===== src/rtl/issue_stage_pkg.sv =====
// Shared issue-stage types: entry layout, functional-unit codes, ROB age and wakeup helpers.
// `ROB_LEN sets the ROB size and defaults to 8 when the build does not supply it.
`ifndef ROB_LEN
`define ROB_LEN 8
`endif

package issue_stage_pkg;

  localparam int ROB_LEN   = `ROB_LEN;
  localparam int ROB_IDX_W = $clog2(ROB_LEN);

  typedef logic [ROB_IDX_W-1:0] rob_idx_t;

  typedef enum logic [2:0] {
    FU_ALU = 3'd0,
    FU_MUL = 3'd1,
    FU_DIV = 3'd2,
    FU_BRU = 3'd3,
    FU_CSR = 3'd4,
    FU_AMO = 3'd5,
    FU_LD  = 3'd6,
    FU_ST  = 3'd7
  } fu_sel_e;

  typedef struct packed {
    fu_sel_e     fu_sel;
    logic [31:0] inst;
    logic [31:0] pc;
    logic [31:0] imm;
    logic [6:0]  rd;
    logic [4:0]  op;
    logic [2:0]  f3;
    logic [6:0]  f7;
    rob_idx_t    rob_idx;
    logic        jump;
  } payload_t;

  typedef struct packed {
    logic        rdy;
    rob_idx_t    tag;
    logic [31:0] data;
  } operand_t;

  typedef struct packed {
    logic     valid;
    payload_t pl;
    operand_t rs1;
    operand_t rs2;
  } entry_t;

  // Distance from the ROB head; smaller means older.
  function automatic rob_idx_t rob_age(rob_idx_t idx, rob_idx_t head);
    if (idx >= head) return idx - head;
    return rob_idx_t'(ROB_LEN + int'(idx) - int'(head));
  endfunction

  function automatic operand_t wake(operand_t opnd, logic bus_valid, rob_idx_t bus_idx,
                                    logic [31:0] bus_data);
    operand_t res;
    res = opnd;
    if (!opnd.rdy && bus_valid && (opnd.tag == bus_idx)) begin
      res.rdy  = 1'b1;
      res.data = bus_data;
    end
    return res;
  endfunction

  // EX is applied first so it wins when both buses carry the same tag.
  function automatic operand_t snoop(operand_t opnd,
                                     logic ex_valid, rob_idx_t ex_idx, logic [31:0] ex_data,
                                     logic wb_valid, rob_idx_t wb_idx, logic [31:0] wb_data);
    return wake(wake(opnd, ex_valid, ex_idx, ex_data), wb_valid, wb_idx, wb_data);
  endfunction

endpackage


===== src/rtl/issue_stage_age_select.sv =====
// Combinational oldest-eligible picker: one-hot grant plus its binary index.
module iq_age_select #(
  parameter  int N     = 8,
  parameter  int AGE_W = 3,
  localparam int IDX_W = $clog2(N)
) (
  input  logic [N-1:0]            eligible,
  input  logic [N-1:0][AGE_W-1:0] age,
  output logic [N-1:0]            grant,
  output logic [IDX_W-1:0]        grant_idx,
  output logic                    any_grant
);

  // NOTE: every output of this always_comb gets a default first, so no path can infer a latch.
  always_comb begin
    grant     = '0;
    grant_idx = '0;
    for (int i = 0; i < N; i++) begin
      grant[i] = eligible[i];
      for (int j = 0; j < N; j++) begin
        if ((j != i) && eligible[j] && (age[j] < age[i])) grant[i] = 1'b0;
      end
      if (grant[i]) grant_idx = IDX_W'(i);
    end
  end

  assign any_grant = |eligible;

endmodule


===== src/rtl/issue_stage.sv =====
// Register-read/issue buffer: wakeup snooping, oldest-ready issue and mispredict squash.
// Define IQ_WB_WAKEUP_EN to add the WB_out_* second wakeup port.
module issue_stage
  import issue_stage_pkg::*;
#(
  parameter int IQ_DEPTH = 8
) (
  input  logic                 clk,
  input  logic                 rst,
  input  logic                 dp_valid,
  output logic                 dp_ready,
  input  logic [2:0]           dp_fu_sel,
  input  logic [31:0]          dp_inst,
  input  logic [31:0]          dp_pc,
  input  logic [31:0]          dp_imm,
  input  logic [6:0]           dp_rd,
  input  logic [4:0]           dp_op,
  input  logic [2:0]           dp_f3,
  input  logic [6:0]           dp_f7,
  input  logic                 dp_jump,
  input  logic [ROB_IDX_W-1:0] dp_rob_idx,
  input  logic                 dp_rs1_rdy,
  input  logic                 dp_rs2_rdy,
  input  logic [ROB_IDX_W-1:0] dp_rs1_tag,
  input  logic [ROB_IDX_W-1:0] dp_rs2_tag,
  input  logic [31:0]          dp_rs1_data,
  input  logic [31:0]          dp_rs2_data,
  input  logic [ROB_IDX_W-1:0] rob_head,
  input  logic                 EX_out_valid,
  input  logic [ROB_IDX_W-1:0] EX_out_rob_idx,
  input  logic [31:0]          EX_out_data,
`ifdef IQ_WB_WAKEUP_EN
  input  logic                 WB_out_valid,
  input  logic [ROB_IDX_W-1:0] WB_out_rob_idx,
  input  logic [31:0]          WB_out_data,
`endif
  input  logic [7:0]           EX_ready,
  input  logic                 mispredict,
  input  logic [ROB_IDX_W-1:0] mis_rob_idx,
  output logic                 RR_valid,
  output logic [2:0]           EXE_in_fu_sel,
  output logic [31:0]          EXE_in_inst,
  output logic [31:0]          EXE_in_pc,
  output logic [31:0]          EXE_in_imm,
  output logic [6:0]           EXE_in_rd,
  output logic [4:0]           EXE_in_op,
  output logic [2:0]           EXE_in_f3,
  output logic [6:0]           EXE_in_f7,
  output logic [ROB_IDX_W-1:0] EXE_in_rob_idx,
  output logic                 EXE_in_jump,
  output logic [31:0]          EXE_in_rs1_data,
  output logic [31:0]          EXE_in_rs2_data
);

  localparam int IDX_W = $clog2(IQ_DEPTH);

  entry_t entries_q [IQ_DEPTH];
  entry_t entries_d [IQ_DEPTH];
  entry_t new_entry;

  logic [IQ_DEPTH-1:0]                free_vec;
  logic [IQ_DEPTH-1:0]                alloc_oh;
  logic [IQ_DEPTH-1:0]                eligible;
  logic [IQ_DEPTH-1:0]                grant;
  logic [IQ_DEPTH-1:0][ROB_IDX_W-1:0] ages;
  logic [IDX_W-1:0]                   grant_idx;
  logic                               issue_any;
  rob_idx_t                           mis_age;

  payload_t    sel_pl;
  logic [31:0] sel_rs1;
  logic [31:0] sel_rs2;

  logic        wb_valid;
  rob_idx_t    wb_rob_idx;
  logic [31:0] wb_data;

`ifdef IQ_WB_WAKEUP_EN
  assign wb_valid   = WB_out_valid;
  assign wb_rob_idx = WB_out_rob_idx;
  assign wb_data    = WB_out_data;
`else
  assign wb_valid   = 1'b0;
  assign wb_rob_idx = '0;
  assign wb_data    = '0;
`endif

  always_comb begin
    for (int i = 0; i < IQ_DEPTH; i++) begin
      free_vec[i] = !entries_q[i].valid;
      ages[i]     = rob_age(entries_q[i].pl.rob_idx, rob_head);
      eligible[i] = entries_q[i].valid && entries_q[i].rs1.rdy && entries_q[i].rs2.rdy &&
                    EX_ready[entries_q[i].pl.fu_sel];
    end
  end

  // Lowest free slot, taken from registered state only.
  assign alloc_oh = free_vec & (~free_vec + IQ_DEPTH'(1));
  assign dp_ready = |free_vec;

  iq_age_select #(
    .N     (IQ_DEPTH),
    .AGE_W (ROB_IDX_W)
  ) u_age_select (
    .eligible  (eligible),
    .age       (ages),
    .grant     (grant),
    .grant_idx (grant_idx),
    .any_grant (issue_any)
  );

  always_comb begin
    new_entry            = '0;
    new_entry.valid      = 1'b1;
    new_entry.pl.fu_sel  = fu_sel_e'(dp_fu_sel);
    new_entry.pl.inst    = dp_inst;
    new_entry.pl.pc      = dp_pc;
    new_entry.pl.imm     = dp_imm;
    new_entry.pl.rd      = dp_rd;
    new_entry.pl.op      = dp_op;
    new_entry.pl.f3      = dp_f3;
    new_entry.pl.f7      = dp_f7;
    new_entry.pl.rob_idx = dp_rob_idx;
    new_entry.pl.jump    = dp_jump;
    new_entry.rs1 = snoop(operand_t'({dp_rs1_rdy, dp_rs1_tag, dp_rs1_data}),
                          EX_out_valid, EX_out_rob_idx, EX_out_data,
                          wb_valid, wb_rob_idx, wb_data);
    new_entry.rs2 = snoop(operand_t'({dp_rs2_rdy, dp_rs2_tag, dp_rs2_data}),
                          EX_out_valid, EX_out_rob_idx, EX_out_data,
                          wb_valid, wb_rob_idx, wb_data);
  end

  // NOTE: blocking assignments in this always_comb apply issue, then allocate, then flush in
  // order, so each later step sees the result of the earlier ones within the same cycle.
  always_comb begin
    mis_age = rob_age(mis_rob_idx, rob_head);
    for (int i = 0; i < IQ_DEPTH; i++) begin
      entries_d[i] = entries_q[i];
      if (entries_q[i].valid) begin
        entries_d[i].rs1 = snoop(entries_q[i].rs1, EX_out_valid, EX_out_rob_idx, EX_out_data,
                                 wb_valid, wb_rob_idx, wb_data);
        entries_d[i].rs2 = snoop(entries_q[i].rs2, EX_out_valid, EX_out_rob_idx, EX_out_data,
                                 wb_valid, wb_rob_idx, wb_data);
      end
      if (grant[i]) entries_d[i].valid = 1'b0;
      if (dp_valid && alloc_oh[i]) entries_d[i] = new_entry;
      if (mispredict && entries_d[i].valid &&
          (rob_age(entries_d[i].pl.rob_idx, rob_head) > mis_age)) begin
        entries_d[i].valid = 1'b0;
      end
    end
  end

  // NOTE: the whole entry array is reset, not just the valid bits: it is small and drives the
  // issue mux directly, so no unknown payload can ever reach EXE_in_*.
  always_ff @(posedge clk or negedge rst) begin
    if (!rst) begin
      for (int i = 0; i < IQ_DEPTH; i++) entries_q[i] <= '0;
    end else begin
      for (int i = 0; i < IQ_DEPTH; i++) entries_q[i] <= entries_d[i];
    end
  end

  always_comb begin
    sel_pl  = entries_q[grant_idx].pl;
    sel_rs1 = entries_q[grant_idx].rs1.data;
    sel_rs2 = entries_q[grant_idx].rs2.data;
    if (!issue_any) begin
      sel_pl  = '0;
      sel_rs1 = '0;
      sel_rs2 = '0;
    end
  end

  assign RR_valid        = issue_any;
  assign EXE_in_fu_sel   = sel_pl.fu_sel;
  assign EXE_in_inst     = sel_pl.inst;
  assign EXE_in_pc       = sel_pl.pc;
  assign EXE_in_imm      = sel_pl.imm;
  assign EXE_in_rd       = sel_pl.rd;
  assign EXE_in_op       = sel_pl.op;
  assign EXE_in_f3       = sel_pl.f3;
  assign EXE_in_f7       = sel_pl.f7;
  assign EXE_in_rob_idx  = sel_pl.rob_idx;
  assign EXE_in_jump     = sel_pl.jump;
  assign EXE_in_rs1_data = sel_rs1;
  assign EXE_in_rs2_data = sel_rs2;

endmodule


===== config.mk =====
export PLATFORM = sky130hd
export DESIGN_NAME = issue_stage
export DESIGN_NICKNAME = d
export VERILOG_FILES = /design/src/rtl/issue_stage_pkg.sv /design/src/rtl/issue_stage_age_select.sv /design/src/rtl/issue_stage.sv
export SDC_FILE = /design/constraint.sdc
export NUM_CORES = 2
export LEC_CHECK = 0
export CAP_MARGIN = 20
export CORE_MARGIN = 5
export CORE_UTILIZATION = 50
export DETAILED_ROUTE_END_ITERATION = 6
export GPL_ROUTABILITY_DRIVEN = 1
export GPL_TIMING_DRIVEN = 0
export PLACE_DENSITY_LB_ADDON = 0.1
export SLEW_MARGIN = 10
export SYNTH_ARGS = -nofsm -noshare
export SYNTH_HDL_FRONTEND = slang
export SYNTH_SLANG_ARGS = --single-unit
export TNS_END_PERCENT = 5

===== constraint.sdc =====
create_clock -name clk -period 14.3 [get_ports clk]
set_input_delay 2.86 -clock clk [delete_from_list [all_inputs] [get_ports clk]]
set_output_delay 2.86 -clock clk [all_outputs]
set_load 0.05 [all_outputs]

=== After elaboration in Yosys (flattened, before gate mapping) ===
Index checks and enable logic that the tools add are counted.

* Word-level logic and storage cells: 711
* Flip-flop bits (word level): 1,584
* Output and inout port bits: 191
* Input bits: 251

* Reduce and logical (&&, ||, !) cells: 208
* Muxes and demuxes: 204
* Eq/ne operators: 18
* Bitwise logic cells: 3
* Add/sub/neg operators: 52
* Magnitude comparators: 90

{| class="wikitable"
|+ Operators with widths
! kind !! count
|-
| $mux W198 || 8
|-
| $mux W32 || 20
|-
| $bmux W198 S3 || 1
|-
| $mux W72 || 8
|-
| $mux W197 || 2
|-
| $lt A3 B3 Y1 || 56
|-
| $logic_and A1 B1 Y1 || 140
|-
| $mux W125 || 1
|-
| $mux W3 || 40
|-
| $mux W1 || 116
|-
| $sub A3 B3 Y3 || 34
|-
| $eq A3 B3 Y1 || 18
|-
| $add A1 B3 Y3 const A || 17
|-
| $ge A3 B3 Y1 || 17
|-
| $reduce_bool A2 Y1 || 24
|-
| $lt A3 B4 Y1 const B || 8
|-
| $reduce_and A2 Y1 || 16
|-
| $logic_not A1 Y1 || 26
|-
| $bmux W1 S3 || 8
|-
| $gt A3 B3 Y1 || 8
|-
| $reduce_or A8 Y1 || 2
|-
| $add A8 B1 Y8 const B || 1
|-
| $and A8 B8 Y8 || 1
|-
| $not A8 Y8 || 1
|-
| 2 further kinds || 2
|}

=== Longest topological paths before layout ===
* Word-level depth: 24
* Gate-level depth with buffers: 21
* Gate-level depth less buffers: 18

=== Cells and area by module ===
Synthesis repeated with hierarchy kept, for this count alone.

* Cells, all modules: 7,996
* Area total of the unflattened synthesis: 80,915.1 sq um

{| class="wikitable"
|+ By module, submodules not included
! module !! cells an instance !! times used !! seq. area each (sq um) !! area each (sq um)
|-
| issue_stage || 7,689 || 1 || 39,638.0 || 78,651.7
|-
| iq_age_select || 307 || 1 || 0.0 || 2,263.4
|}

=== Worst setup path before layout ===
Ideal clock, no wire load.

* Path type: input -> output
* Start: input rob_head[1]
* End: output EXE_in_fu_sel[0]
* Slack: 4.055 ns
* Stages on the path: 19
* Required time: 11.440 ns
* Data arrival time: 7.385 ns
* Cell sequence: inv_1 fa_1 xnor2_1 xor2_1 inv_1 ha_1 nor2b_1 a221oi_1 a31o_2 a2bb2o_1 or4_4 nand2_1 and3b_1 buf_4 nand3_4 buf_2 buf_2 o22ai_1 or3_1

* Cells in the longest elaborated chain, start to end: 24

{| class="wikitable"
|+ Ends and longest elaborated chain
! item !! line !! source
|-
| from (decl) || issue_stage.sv:28 || <nowiki>input logic [ROB_IDX_W-1:0] rob_head,</nowiki>
|-
| $sub A3 B3 Y3 / $ge A3 B3 Y1 (equally long branches) || issue_stage_pkg.sv:53 || <nowiki>if (idx >= head) return idx - head;</nowiki>
|-
| $mux W3 / $mux W1 (equally long branches) || issue_stage_pkg.sv:53 ||
|-
| $mux W3 || issue_stage_pkg.sv:54 || <nowiki>return rob_idx_t'(ROB_LEN + int'(idx) - int'(head));</nowiki>
|-
| $lt A3 B3 Y1 || issue_stage_age_select.sv:21 || <nowiki>if ((j != i) && eligible[j] && (age[j] < age[i])) grant[i] = 1'b0;</nowiki>
|-
| $logic_and A1 B1 Y1 || issue_stage_age_select.sv:21 ||
|-
| $mux W1 (7 in series) || issue_stage_age_select.sv:21 ||
|-
| $mux W1 || issue_stage_age_select.sv:23 || <nowiki>if (grant[i]) grant_idx = IDX_W'(i);</nowiki>
|-
| $mux W3 (5 in series) || issue_stage_age_select.sv:23 ||
|-
| $mux W3 (*) || issue_stage_age_select.sv:23 ||
|-
| $not A3 Y4 (not written as such) (*) || issue_stage.sv:165 || <nowiki>sel_pl = entries_q[grant_idx].pl;</nowiki>
|-
| $bmux W198 S3 (*) || issue_stage.sv:165 ||
|-
| $mux W197 (*) (2 in series) || - ||
|-
| $mux W125 (*) || issue_stage.sv:168 || <nowiki>if (!issue_any) begin</nowiki>
|-
| to (decl) || issue_stage.sv:41 || <nowiki>output logic [2:0] EXE_in_fu_sel,</nowiki>
|}

Every way passes the cells marked *; elsewhere a longest branch is shown, timed or not. The select of a mux whose other input is x is not followed.

=== Worst setup path after layout ===
* Start: input rob_head[0]
* End: output EXE_in_inst[5]

* Cells in the longest elaborated chain, start to end: 24

{| class="wikitable"
|+ Ends and longest elaborated chain
! item !! line !! source
|-
| $sub A3 B3 Y3 / $ge A3 B3 Y1 (equally long branches) || issue_stage_pkg.sv:53 ||
|-
| $mux W3 / $mux W1 (equally long branches) || issue_stage_pkg.sv:53 ||
|-
| $mux W3 || issue_stage_pkg.sv:54 ||
|-
| $lt A3 B3 Y1 || issue_stage_age_select.sv:21 ||
|-
| $logic_and A1 B1 Y1 || issue_stage_age_select.sv:21 ||
|-
| $mux W1 (7 in series) || issue_stage_age_select.sv:21 ||
|-
| $mux W1 || issue_stage_age_select.sv:23 ||
|-
| $mux W3 (5 in series) || issue_stage_age_select.sv:23 ||
|-
| $mux W3 (*) || issue_stage_age_select.sv:23 ||
|-
| $not A3 Y4 (not written as such) (*) || issue_stage.sv:165 ||
|-
| $bmux W198 S3 (*) || issue_stage.sv:165 ||
|-
| $mux W197 (*) (2 in series) || - ||
|-
| $mux W125 (*) || issue_stage.sv:168 ||
|-
| to (decl) || issue_stage.sv:42 || <nowiki>output logic [31:0] EXE_in_inst,</nowiki>
|}

Marked as above.

==> impl_metrics.yaml <==
status:
  status: "completed"
detailed_routing:
  post-route-drc-count: 0
  first_iter_violations: 6416
  vias: 64220
  drt_pass1_iterations: 6
  wire_per_inst_um: 25.94
  vias_per_cell: 6.001
  wl_um: 277600
  drtAntennaViolNets: 0
clock_network:
  insertion_delay_ns: 0.82
  htreeDepth: 4
  clk_pin_slew_worst_paths_ns: 0.06
  clockRootBuffer: "clkbuf_16"
  cts_tree: "built"
  cts_buffers: 174
  cts_sinks: 1584
  cts_buffer_depth: 3
power:
  vdd_drop_max_mv: 0.1409
  pwr-share-comb_pct: 40.4
  switching_share_pct: 39.47
  pwr-share-clk_pct: 24.6
  netSwitchingPower_mw: 7.386
  p_seq_share_pct: 35.0
  p_int_mw: 11.32
  power_leakage_nw: 43.75
  power.density_mw_per_mm2: 202.6
yosys:
  yosysTopAreaCellShare_pct: 49.80
  netlist.top_cell.by_area: "dfrtp_1"
  ys_types: 72
  yosysMostFrequentCell: "dfrtp_1"
  ys_ff_latch: 1584
  synth_common_cells: "1584 x dfrtp_1, 1334 x nand2_1, 1035 x nor2_1, 870 x mux2i_1, 655 x mux2_2"
  synth-simple-area-share_pct: 14.19
  synth_xor_area_share_pct: 1.009
  synth-edff-count: 0
  ys.flop_type: "dfrtp_1"
  synth_compound_gate_area_share_pct: 8.421
  synth-async-reset-ratio_pct: 100.0
  syn_inst: 7871
  synth_fa_ha_area_share_pct: 2.383
  ys_seq_area_share_pct: 49.80
  muxShareOfSynthArea_pct: 20.29
  synth_fp_nets: 8261
  syn_area_per_cell_um2: 10.11
  synth_warnings: 0
  synth_top_family_by_area: "multiplexers"
  yosys-top-cells-area: "dfrtp_1 50%, mux2i_1 11%, mux2_2 9.3%"
  synth_area_mm2: 0.07959
floorplan:
  core-area_mm2: 0.1584
  ioPinCount: 442
  die_area_mm2: 0.1673
  die_x_um: 409.0
  start_util_pct: 50.25
  core.rowCount: 146
  fp.dieH_um: 409.0
final_layout:
  layout-drive-gt1-share_pct: 13.03
  fin_area_mm2: 0.09236
  regMostFlops: "entries_q"
  fillers: 13629
  fin_nets: 8829
  syn2layout_area_growth_pct: 16.04
  reg_top3: "entries_q x1584"
  largest_reg_flops: 1584
timing:
  period_minus_slack_ns: 14.07
  relSlewSlack_pct: 13.49
  setup_violations: 0
  fin_crit_sh_pct: 98.40
  finalClockSkew_ns: 0.05232
  tns_ns: 0
  max_freq_mhz: 71.07
  tightest_slew_ns: 1.298
  drv_slew: 0
  hold_viol: 0
  hold_ws_ns: 0.4731
  rsz0062_at_grt: "false"
worst_setup_path:
  critPathRequiredTime_ns: 11.44
  crit_path_end_kind: "output pin"
  critical_path.startpoint_type: "primary input"
  crit_fanout: 17
  worst_ep_arrival_time_ns: 11.21
  critPathKind: "in -> out"
place:
  place_area_mm2: 0.08636
  port_buffers: 365
  dp_hpwl_um: 197200
  gp_congestion: 0.9296
global_route:
  grt_pass1_vias: 64434
  grt_max_degree: 164
  antenna_found_initial: 60
  gr-total-overflow: 0
  grt_pass1_wl_um: 414400
  grt_usage_pct: 32.51
min_path:
  min_path_type: "reg -> reg"
run:
  cap_violations: 0
-- path summary, 6_finish.rpt --
| path | startpoint | endpoint | slack (ns) | cells past startpoint |
|---|---|---|---|---|
| worst max-delay path | rob_head[0] | EXE_in_inst[5] | 0.23 | 22 |
| worst min-delay path | entries_q[1355]$_DFFE_PN0P_ | entries_q[1355]$_DFFE_PN0P_ | 0.47 | 2 |
| worst max register to register | entries_q[1385]$_DFF_PN0_ | entries_q[395]$_DFF_PN0_ | 8.47 | 19 |
| worst min register to register | entries_q[1355]$_DFFE_PN0P_ | entries_q[1355]$_DFFE_PN0P_ | 0.47 | 2 |
| max in group asynchronous | rst | entries_q[140]$_DFFE_PN0P_ | 8.69 | 6 |
| min in group asynchronous | rst | entries_q[1377]$_DFFE_PN0P_ | 1.97 | 1 |
-- power by group through the flow --
stage	Clock, mW	Sequential (mW)	Combinational [mW]
global placement	0	6.67	7.31
CTS	4.64	6.53	7.52
floorplan	0	6.38	5.09
global route	4.82	6.69	8.10
detailed placement	0	6.60	7.49
finish	4.60	6.56	7.56
-- layout make-up --
cell class	instances	area, µm²	share of cell area, %
multi-input combinational	5563	36870	39.92
buffer	640	2801	3.033
clock buffer	260	5224	5.656
inverter	84	315.3	0.3414
sequential	1584	39640	42.92
tap	2072	2592	2.807
clock inverter	56	618.1	0.6692
timing repair buffer	392	4174	4.519
antenna	50	125.1	0.1355
-- metrics by stage --
step	util, %	power (mW)	instances	setup WS [ns]
CTS	58.22	18.69	10649	0.07559
finish	58.31	18.71	10701	0.2290
floorplan	-	11.48	7871	4.055
global route	58.27	19.61	10673	0.1529
detailed placement	54.53	14.09	10333	-0.004481
global placement	54.20	13.97	10308	-62.94
-- routing by layer --
layer / vias up / wire [µm] / track usage, %
li1: 28482 / - / -
met3: 690 / 26160 / 9.407
met2: 2818 / 125200 / 50.20
met1: 32204 / 111800 / 42.08
met4: 26 / 14210 / 15.90
met5: - / 287 / 0.4598
-- layout by cell type (no fill, tap or decap), drive strengths merged, types with 7 or more instances in the layout --
master / n
nor2: 1035
buf: 158
clkbuf: 770
diode: 50
xor2: 31
nor3: 12
o22ai: 616
a31oi: 16
mux2: 661
mux2i: 870
a21oi: 45
a211oi: 188
ha: 122
nand4: 7
o21ai: 133
clkdlybuf4s50: 363
bufinv: 8
nand2b: 13
clkinv: 39
a221oi: 7
dfrtp: 1584
nor2b: 29
nor4: 21
fa: 17
or2: 17
inv: 87
nand3b: 13
nand3: 47
nand2: 1334
or3: 198
xnor2: 59
-- kinds of logic (layout without fill, tap and decap cells) --
group                    Yosys count  in the layout
AND/OR/NAND/NOR                 2750           2750
multiplexers                    1531           1531
XOR/XNOR                          90             90
adder cells (fa/ha/maj)          142            142
buffers and inverters            724           1432
other                              0             50
AO/OA/AOI/OAI                   1050           1050
flip-flops                      1584           1584
-- worst max-delay path: stages --
cell and delay [ns]:
clkdlybuf4s50_1 1.19, ha_1 0.28, inv_1 0.05, fa_1 0.37
xnor2_1 0.34, xor2_1 0.59, inv_1 0.17, ha_1 0.35
nor2b_1 0.14, a221oi_1 0.34, a31o_2 0.17, o22ai_1 0.07
nor4_1 0.29, buf_2 0.25, o21ba_1 0.20, o211ai_1 0.38
nand3_2 0.67, buf_2 0.54, buf_1 0.44, o22ai_1 0.30
or3_1 0.30, clkdlybuf4s50_1 0.86
-- repair_timing --
| item | 4_1_cts | 5_1_grt |
|---|---|---|
| hold buffers | 0 | 0 |
| endpoints found under the setup margin | 1 | 100 |
| endpoints found under the hold margin | 0 | 0 |
| setup buffers | 0 | 0 |
| gates resized for setup | 1 | 1 |
Power figures use the tool's default switching activity.
